--- config.mk ---
export PLATFORM = sky130hd
export DESIGN_NAME = wr_addr_gen_flat
export DESIGN_NICKNAME = d
export VERILOG_FILES = /design/src/rtl/wr_addr_gen_if.sv /design/src/rtl/wr_addr_gen.sv /design/src/flat_wrapper.sv
export SDC_FILE = /design/constraint.sdc
export NUM_CORES = 1
export LEC_CHECK = 0
export ABC_AREA = 1
export CAP_MARGIN = 30
export CORE_UTILIZATION = 40
export CTS_CLUSTER_DIAMETER = 30
export CTS_CLUSTER_SIZE = 8
export DETAILED_ROUTE_END_ITERATION = 10
export RECOVER_POWER = 50
export SYNTH_ARGS = -nofsm -noshare
export SYNTH_HDL_FRONTEND = slang
export SYNTH_SLANG_ARGS = --single-unit
--- constraint.sdc ---
create_clock -name clk -period 6.6 [get_ports clk]
set_clock_uncertainty 0.2 [all_clocks]
set_input_delay 1.32 -clock clk [delete_from_list [all_inputs] [get_ports clk]]
set_output_delay 1.32 -clock clk [all_outputs]
set_load 0.05 [all_outputs]
--- src/rtl/wr_addr_gen_if.sv ---
// Signal bundle between acquisition control and the DDR write address generator.
// The controller holds the master side; the address generator holds the slave side.
interface wr_addr_gen_if #(
  parameter int BIT_CNT = 27,
  parameter int ADDR_W  = 28
);
  logic [3:0]         DIMMdepth_ctrl;
  logic               arm;
  logic               wr_en;
  logic               trig;
  logic [ADDR_W-1:0]  pre_num;
  logic [ADDR_W-1:0]  post_num;
  logic [ADDR_W-1:0]  addr_wr_out;
  logic               syn_en_addr;
  logic [ADDR_W-1:0]  trig_addr;
  logic [ADDR_W:0]    start_addr_rd;
  logic [BIT_CNT-1:0] cnt_num_wr;
  logic               wr_busy;
  logic               wr_done;

  modport master (
    output DIMMdepth_ctrl, arm, wr_en, trig, pre_num, post_num,
    input  addr_wr_out, syn_en_addr, trig_addr, start_addr_rd, cnt_num_wr, wr_busy, wr_done
  );

  modport slave (
    input  DIMMdepth_ctrl, arm, wr_en, trig, pre_num, post_num,
    output addr_wr_out, syn_en_addr, trig_addr, start_addr_rd, cnt_num_wr, wr_busy, wr_done
  );
endinterface

--- src/rtl/wr_addr_gen.sv ---
// DDR write address generator for the capture buffer: counts 128-bit beats into a circular
// region, strobes one 512-bit burst command per 4 beats, and runs the pre/trigger/post sequence.
module wr_addr_gen #(
  parameter int BIT_CNT = 27,
  parameter int ADDR_W  = 28
) (
  input  logic          clk,
  input  logic          rst,
  wr_addr_gen_if.slave  bus
);

  typedef enum logic [2:0] {S_IDLE, S_PRE, S_ARMED, S_POST, S_DONE} state_e;

  state_e             state_q;
  logic [3:0]         depth_q;
  logic [BIT_CNT-1:0] cnt_num_q;
  logic [BIT_CNT-1:0] cnt_num_d;
  logic [ADDR_W-1:0]  pre_cnt_q;
  logic [ADDR_W-1:0]  post_cnt_q;
  logic [ADDR_W-1:0]  addr_wr_q;
  logic [ADDR_W-1:0]  trig_addr_q;
  logic [ADDR_W:0]    start_addr_q;
  logic               syn_en_q;
  logic               busy_q;
  logic               done_q;

  logic [ADDR_W-1:0]  mask;
  logic [ADDR_W-1:0]  cur_addr;
  logic [ADDR_W-1:0]  burst_addr;
  logic [ADDR_W-1:0]  start_d;
  logic               beat;
  logic               burst_end;
  logic               pre_reached;
  logic               post_reached;

  // Depth code selects how many low address bits survive; the rest fold the buffer.
  function automatic logic [ADDR_W-1:0] depth_mask(input logic [3:0] code);
    int unsigned n;
    case (code)
      4'b1111: n = 28;
      4'b1110: n = 27;
      4'b1101: n = 26;
      4'b1100: n = 25;
      4'b1011: n = 24;
      4'b1010: n = 23;
      4'b1001: n = 22;
      4'b1000: n = 21;
      4'b0111: n = 20;
      4'b0110: n = 19;
      4'b0101: n = 17;
      4'b0100: n = 16;
      4'b0011: n = 14;
      4'b0010: n = 12;
      4'b0001: n = 10;
      4'b0000: n = 8;
      default: n = 20;
    endcase
    return ~({ADDR_W{1'b1}} << n);
  endfunction

  // NOTE: every always_comb output is assigned unconditionally, so no latch can be inferred.
  always_comb begin
    mask         = depth_mask(depth_q);
    beat         = (state_q inside {S_PRE, S_ARMED, S_POST}) && bus.wr_en;
    cnt_num_d    = cnt_num_q + {{(BIT_CNT-1){1'b0}}, beat};
    burst_end    = beat && (cnt_num_q[1:0] == 2'b11);
    cur_addr     = {cnt_num_q, 1'b0} & mask;
    burst_addr   = {cnt_num_q[BIT_CNT-1:2], 3'b000} & mask;
    start_d      = ({cnt_num_q, 1'b0} - {bus.pre_num[ADDR_W-2:0], 1'b0}) & mask;
    pre_reached  = ({1'b0, pre_cnt_q} + {{ADDR_W{1'b0}}, beat}) >= {1'b0, bus.pre_num};
    post_reached = ({1'b0, post_cnt_q} + {{ADDR_W{1'b0}}, 1'b1}) >= {1'b0, bus.post_num};
  end

  // NOTE: all state uses non-blocking assignments; a later assignment in the same cycle overrides an earlier one.
  always_ff @(posedge clk) begin
    if (rst) begin
      state_q      <= S_IDLE;
      depth_q      <= '0;
      cnt_num_q    <= '0;
      pre_cnt_q    <= '0;
      post_cnt_q   <= '0;
      addr_wr_q    <= '0;
      trig_addr_q  <= '0;
      start_addr_q <= '0;
      syn_en_q     <= 1'b0;
      busy_q       <= 1'b0;
      done_q       <= 1'b0;
    end else begin
      depth_q   <= bus.DIMMdepth_ctrl;
      cnt_num_q <= cnt_num_d;
      syn_en_q  <= burst_end;
      if (burst_end) addr_wr_q <= burst_addr;

      case (state_q)
        S_IDLE, S_DONE: begin
          if (bus.arm) begin
            state_q    <= S_PRE;
            cnt_num_q  <= '0;
            pre_cnt_q  <= '0;
            post_cnt_q <= '0;
            busy_q     <= 1'b1;
            done_q     <= 1'b0;
          end
        end
        S_PRE: begin
          pre_cnt_q <= pre_cnt_q + {{(ADDR_W-1){1'b0}}, beat};
          if (pre_reached) state_q <= S_ARMED;
        end
        S_ARMED: begin
          // The beat written on the trigger cycle is the first post-trigger beat.
          if (bus.trig) begin
            trig_addr_q  <= cur_addr;
            start_addr_q <= {1'b0, start_d};
            post_cnt_q   <= {{(ADDR_W-1){1'b0}}, beat};
            state_q      <= S_POST;
          end
        end
        S_POST: begin
          if (beat) begin
            post_cnt_q <= post_cnt_q + 1'b1;
            if (post_reached && (cnt_num_q[1:0] == 2'b11)) begin
              state_q <= S_DONE;
              busy_q  <= 1'b0;
              done_q  <= 1'b1;
            end
          end
        end
        default: state_q <= S_IDLE;
      endcase
    end
  end

  assign bus.addr_wr_out   = addr_wr_q;
  assign bus.syn_en_addr   = syn_en_q;
  assign bus.trig_addr     = trig_addr_q;
  assign bus.start_addr_rd = start_addr_q;
  assign bus.cnt_num_wr    = cnt_num_q;
  assign bus.wr_busy       = busy_q;
  assign bus.wr_done       = done_q;

endmodule

--- src/flat_wrapper.sv ---
// flat-port wrapper written by rule: the top's interface ports become plain ports
module wr_addr_gen_flat 
#(
  parameter int BIT_CNT = 27,
  parameter int ADDR_W  = 28
)
  (clk, rst, bus_DIMMdepth_ctrl, bus_arm, bus_wr_en, bus_trig, bus_pre_num, bus_post_num, bus_addr_wr_out, bus_syn_en_addr, bus_trig_addr, bus_start_addr_rd, bus_cnt_num_wr, bus_wr_busy, bus_wr_done);
  wr_addr_gen_if #(.BIT_CNT(BIT_CNT), .ADDR_W(ADDR_W)) bus_i ();
  input  logic clk;
  input  logic rst;
  input wire logic [$bits(bus_i.DIMMdepth_ctrl)-1:0] bus_DIMMdepth_ctrl;
  input wire logic [$bits(bus_i.arm)-1:0] bus_arm;
  input wire logic [$bits(bus_i.wr_en)-1:0] bus_wr_en;
  input wire logic [$bits(bus_i.trig)-1:0] bus_trig;
  input wire logic [$bits(bus_i.pre_num)-1:0] bus_pre_num;
  input wire logic [$bits(bus_i.post_num)-1:0] bus_post_num;
  output wire logic [$bits(bus_i.addr_wr_out)-1:0] bus_addr_wr_out;
  output wire logic [$bits(bus_i.syn_en_addr)-1:0] bus_syn_en_addr;
  output wire logic [$bits(bus_i.trig_addr)-1:0] bus_trig_addr;
  output wire logic [$bits(bus_i.start_addr_rd)-1:0] bus_start_addr_rd;
  output wire logic [$bits(bus_i.cnt_num_wr)-1:0] bus_cnt_num_wr;
  output wire logic [$bits(bus_i.wr_busy)-1:0] bus_wr_busy;
  output wire logic [$bits(bus_i.wr_done)-1:0] bus_wr_done;
  assign bus_i.DIMMdepth_ctrl = bus_DIMMdepth_ctrl;
  assign bus_i.arm = bus_arm;
  assign bus_i.wr_en = bus_wr_en;
  assign bus_i.trig = bus_trig;
  assign bus_i.pre_num = bus_pre_num;
  assign bus_i.post_num = bus_post_num;
  assign bus_addr_wr_out = bus_i.addr_wr_out;
  assign bus_syn_en_addr = bus_i.syn_en_addr;
  assign bus_trig_addr = bus_i.trig_addr;
  assign bus_start_addr_rd = bus_i.start_addr_rd;
  assign bus_cnt_num_wr = bus_i.cnt_num_wr;
  assign bus_wr_busy = bus_i.wr_busy;
  assign bus_wr_done = bus_i.wr_done;
  wr_addr_gen #(.BIT_CNT(BIT_CNT), .ADDR_W(ADDR_W)) u_core (.clk(clk), .rst(rst), .bus(bus_i));
endmodule
**After elaboration in Yosys (flattened, before gate mapping)**

Memories as Yosys holds them, arrays and structs flattened. A register that Yosys moved wholly into a read port is not among the register bits.
Cells that the tools add are included.

- Bits in registers: 173
- Bits in read-only memories: 80
- Input port bits: 65
- Output and inout bits: 115
- Logic and storage cells: 70
- Memories: 1

Memories:

| memory | depth | width | rd ports | clocked after Yosys merged registers in | wr ports | line | RTL |
|---|---|---|---|---|---|---|---|
| (name not given) | 16 | 5 | 1 | 1 | 0 | wr_addr_gen.sv:39 | `case (code)` |

- $add $sub $neg: 6
- $lt $le $gt $ge: 2
- Eq/ne operators: 10
- Shift operators: 1
- Multiplexer cells: 22
- Bitwise operators: 4
- Reductions and logical operators: 14

Operators with widths:

| kind | count |
|---|---|
| $and A28 B28 Y28 | 3 |
| $mux W28 | 3 |
| $pmux W28 S3 | 1 |
| $ge A29 B28 Y1 | 2 |
| $pmux W28 S2 | 1 |
| $mux W27 | 2 |
| $shl A28 B32 Y28 const A | 1 |
| $add A28 B1 Y29 | 1 |
| $add A28 B1 Y29 const B | 1 |
| $add A28 B1 Y28 | 1 |
| $add A28 B1 Y28 const B | 1 |
| $not A28 Y28 | 1 |
| $sub A28 B28 Y28 | 1 |
| $add A27 B1 Y27 | 1 |
| $mux W3 | 5 |
| $pmux W3 S4 | 1 |
| $reduce_and A4 Y1 | 2 |
| $eq A3 B2 Y1 const B | 2 |
| $mux W1 | 6 |
| $ne A2 B2 Y1 const B | 3 |
| $reduce_bool A3 Y1 | 2 |
| $reduce_and A5 Y1 | 1 |
| $mux W4 | 1 |
| $ne A2 B1 Y1 const B | 2 |
| 9 further kinds | 14 |

**Logic depth before layout (Yosys ltp)**

- Depth after elaboration: 7
- Depth in mapped cells: 27
- Mapped depth without buffers: 27

**Worst setup path before layout**

Ideal clock, no wire load.

- Path type: input to register
- Start: input bus_wr_en
- End: register u_core.state_q[2]
- Library setup time: 0.113 ns
- Arrival: 4.021 ns
- Required time: 6.287 ns
- Path slack: 2.266 ns
- Stages on the path: 25
- Path buffers: 0
- Path through: inv_1 nor3_2 ha_1 nand2_2 nor2_4 nand2_4 nor2_8 nand4_4 nor2_4 inv_2 nor2_4 xor2_1 inv_1 ha_1 nand2_1 nor2_1 nand4_1 nor2_1 nand4_1 nand3_1 nor2_1 nor2_1 nand3_1 nand2_1 nor2_1

- Word-level cells in the longest chain between the ends: 5
- Elaborated cells on any way between the ends: 6
- Those cells by class: 1 x add/sub; 1 x order compare; 2 x eq/ne; 2 x reduce/logical

RTL lines:

| what | line | RTL |
|---|---|---|
| start, declared | flat_wrapper.sv:13 | `input wire logic [$bits(bus_i.wr_en)-1:0] bus_wr_en;` |
| $logic_and A1 B1 Y1 (*) | wr_addr_gen.sv:64 | `beat = (state_q inside {S_PRE, S_ARMED, S_POST}) && bus.wr_en;` |
| $add A28 B1 Y29 | wr_addr_gen.sv:70 | `pre_reached = ({1'b0, pre_cnt_q} + {{ADDR_W{1'b0}}, beat}) >= {1'b0, bus.pre_num};` |
| $ge A29 B28 Y1 | wr_addr_gen.sv:70 |  |
| $ne A2 B1 Y1 (no source line) | -- |  |
| $reduce_and A5 Y1 (no source line) (*) | -- |  |
| end signal, assigned | wr_addr_gen.sv:77 | `state_q <= S_IDLE;` |
| end signal, assigned | wr_addr_gen.sv:97 | `state_q <= S_PRE;` |
| end signal, assigned | wr_addr_gen.sv:107 | `if (pre_reached) state_q <= S_ARMED;` |
| end, declared | wr_addr_gen.sv:14 | `state_e state_q;` |

Every way passes the cells marked *; elsewhere a longest branch is shown, timed or not.
A chain may end at the register's enable or synchronous reset.

**Worst setup path after layout**

Same ends and word-level chain as after synthesis.

==> metrics.yaml <==
status:
  status: "finished, violations left"
  violations: "capacitance limit, slew limit"
cts:
  clk_pin_slew_worst_paths_ns: 0.08
  clock_path_buffers: 2
  hold_buffers: 0
  postCtsSetupBuffers: 0
  cts-root-buf: "clkbuf_16"
  cts_buffers: 17
  clock_sinks: 173
  clk_latency_ns: 0.45
  cts_tree: "yes"
  cts_max_level: 4
  cts_repair_resize_count: 0
worst_setup_path:
  startpoint_type: "input port"
  arrival_ns: 5.64
  crit_family: "simple AND/OR/NAND/NOR gates"
  end_kind: "flop"
  worst_path_most_repeated_cell: "nor2_1"
  critPathKind: "in -> reg"
  cp_slowest_cell: "dlygate4sd3_1"
  required_ns: 6.73
  cp_max_fo: 6
  cp_slowest_stage_delay_ns: 0.57
  cp_num_buf_inv: 4
power:
  vdd_drop_max_mv: 0.153
  p_total_mw: 3.00
  power_density_nw_per_um2: 212
  leakage_nw: 6.45
final_layout:
  drive_gt1_share_pct: 4.47
  synthToLayoutAreaGrowth_pct: 22.7
  fin_area_sq_um: 14200
  fin_nets: 2066
  n_antenna_cell: 0
  final_cells: 2301
logic_synthesis:
  ys_types: 56
  synth_flop_cell: "dfxtp_1"
  synth_cells: 1759
  ys_ff_latch: 173
  syn_area_per_cell_sq_um: 6.56
  yosysWarnings: 0
  ys_seq_area_share_pct: 30.0
  synth_edf_count: 0
  netlist_area_sq_um: 11500
  ys_async_sr_fraction_pct: 0
placement:
  place.gp.congestion: 0.934
  dpl-instance-area_sq_um: 13600
  numPortBuffers: 173
  dp_hpwl_mm: 29.3
  dp_cells: 2269
global_routing:
  grt_use_total_pct: 25.4
  grt_busiest_layer: "met2"
  grt_overflow: 0
  grt_first_pass_wirelength_mm: 57.2
  grt_max_degree: 76
  grt.met1_usage_pct: 35.1
  antenna_found_initial: 0
  grt_pass1_vias: 10678
  use_met2_pct: 41.0
  grt_util_met3_pct: 3.82
timing:
  slew_viol_final: 53
  post-route-period-util_pct: 83.6
  min_period_ns: 5.52
  relSlewSlack_pct: -34.3
  finalHoldViolations: 0
  worstMarginPinSlew_ns: 2.01
  setup_violations: 0
  final.setup.tns_ns: 0
  rsz0062_at_grt: "no"
  max_freq_mhz: 181
drt:
  drc_errors: 0
  vias: 11803
  via_per_inst: 5.13
  wl_per_cell_um: 16.3
  first_iter_violations: 1093
  wirelength_mm: 37.5
  dr.pass1.iters: 7
  drtAntennaViolNets: 0
die:
  dieArea_sq_um: 29500
  start_util_pct: 41.1
  dieHeight_um: 172
  num_rows: 61
  die_x_um: 172
  fp.coreArea_sq_um: 28100
  pin_count: 180
flow_run:
  maxCapViolations: 1
worst_hold_path:
  hold_path.class: "reg -> reg"
## cells by family (layout without fill, tap and decap cells)
family	Yosys count	in the layout	share of synthesized area [%]
other	1	6	0.0325
XOR/XNOR	55	55	4.18
multiplexers	1	1	0.0868
AO/OA/AOI/OAI	340	340	15.6
adder cells (fa/ha/maj)	91	91	9.93
AND/OR/NAND/NOR	800	800	30.0
flip-flops	173	173	30.0
buffers and inverters	298	457	10.2
## metrics by stage
step | hold slack (ns) | setup slack, ns | util (%)
after detailed placement | 0.257 | 1.21 | 48.3
after global routing | 0.272 | 0.735 | 50.4
after floorplan | 0.239 | 2.27 | -
after CTS | 0.270 | 1.63 | 50.6
final | 0.263 | 1.08 | 50.4
after global placement | 0.250 | 1.29 | 48.2
## sequential cells by signal (all words and copies together), names as in the netlist, named ones only
register	count
u_core.state_q	3
u_core.pre_cnt_q	28
u_core.bus.cnt_num_wr	27
u_core.bus.start_addr_rd	27
u_core.bus.syn_en_addr	1
u_core.bus.wr_done	1
u_core.bus.addr_wr_out	25
u_core.bus.trig_addr	27
u_core.bus.wr_busy	1
u_core.post_cnt_q	28
u_core.mask	1
## final timing paths
kind	start	end	slack, ns	cells after the start
hold reg to reg	u_core.bus.trig_addr[7]	u_core.bus.trig_addr[7]	0.26	2
setup / recovery	bus_wr_en	u_core.state_q[2]	1.08	26
setup reg to reg	u_core.state_q[0]	u_core.state_q[2]	2.09	25
hold / removal	u_core.bus.trig_addr[7]	u_core.bus.trig_addr[7]	0.26	2
## placed cells by master (no fill, tap or decap), types with 3 or more instances in the layout
cell type / n
nand2_1: 457
inv_1: 236
a21oi_1: 206
dfxtp_1: 173
nor2_1: 171
o21ai_0: 97
ha_1: 90
clkdlybuf4s50_1: 86
dlygate4sd3_1: 86
nand3_1: 61
xor2_1: 32
nor3_1: 30
nand4_1: 29
xnor2_1: 23
clkbuf_16: 17
inv_2: 10
nor4_1: 10
nor2_2: 8
o21bai_1: 7
nand2_2: 6
conb_1: 6
inv_8: 6
or2_2: 5
nor3_2: 4
o21a_1: 4
buf_4: 4
nor2_4: 3
o21ai_1: 3
o22ai_1: 3
o211ai_1: 3
clkinv_8: 3
clkinv_4: 3
## synthesized netlist by cell type, types with 3 or more instances
cell type	number	area share, %
inv_2	11	0.36
nor4_1	10	0.54
dfxtp_1	173	30
xnor2_1	23	1.7
nor2_1	170	5.5
o21ai_0	97	4.2
o21bai_1	7	0.46
nand2_2	6	0.33
ha_1	90	9.8
clkbuf_1	31	1.0
a21oi_1	206	8.9
nor3_4	3	0.42
o21ai_1	3	0.13
inv_1	235	7.6
xor2_1	32	2.4
nand3_1	60	2.6
or2_2	5	0.27
nand2_1	457	15
buf_2	10	0.43
nor2_2	8	0.43
o21a_1	4	0.26
buf_4	8	0.52
nand4_1	29	1.6
nor2_4	4	0.39
o211ai_1	3	0.20
nor3_2	4	0.35
nor3_1	29	1.3
## worst reg2reg max path, stage by stage (launching register included)
cell and delay (ns):
dfxtp_1 0.39, nor2_1 0.16, nor3_1 0.55, ha_1 0.30
nand2_2 0.07, nor2_1 0.35, nand2_4 0.13, nor2_8 0.16
nand4_4 0.12, nor2_4 0.19, inv_2 0.08, nor2_4 0.11
xor2_1 0.15, inv_1 0.08, ha_1 0.29, nand2_1 0.07
nor2_1 0.17, nand4_1 0.10, nor2_1 0.11, nand4_1 0.11
nand3_1 0.11, nor2_1 0.05, nor2_1 0.16, nand3_1 0.09
nand2_1 0.06, nor2_1 0.07
## power by group
part,switching [mW],total (mW),internal [mW]
Clock,0.518,1.07,0.552
Combinational,0.562,0.778,0.216
Sequential,0.0470,1.15,1.10
## layer usage
metal  wire length (um)  up-vias
li1                   -     5979
met1              17400     5330
met2              16600      444
met3               2720       50
met4                712        0
met5                  0        -
## area by class of cell
cell class | instances | area (sq um)
Timing Repair Buffer | 179 | 1790
Multi-Input combinational cell | 1293 | 6890
Fill cell | 2910 | 13900
Tap cell | 378 | 473
Clock buffer | 17 | 425
Clock inverter | 15 | 196
Sequential cell | 173 | 3460
Inverter | 246 | 923
Power figures use the tool's default switching activity.
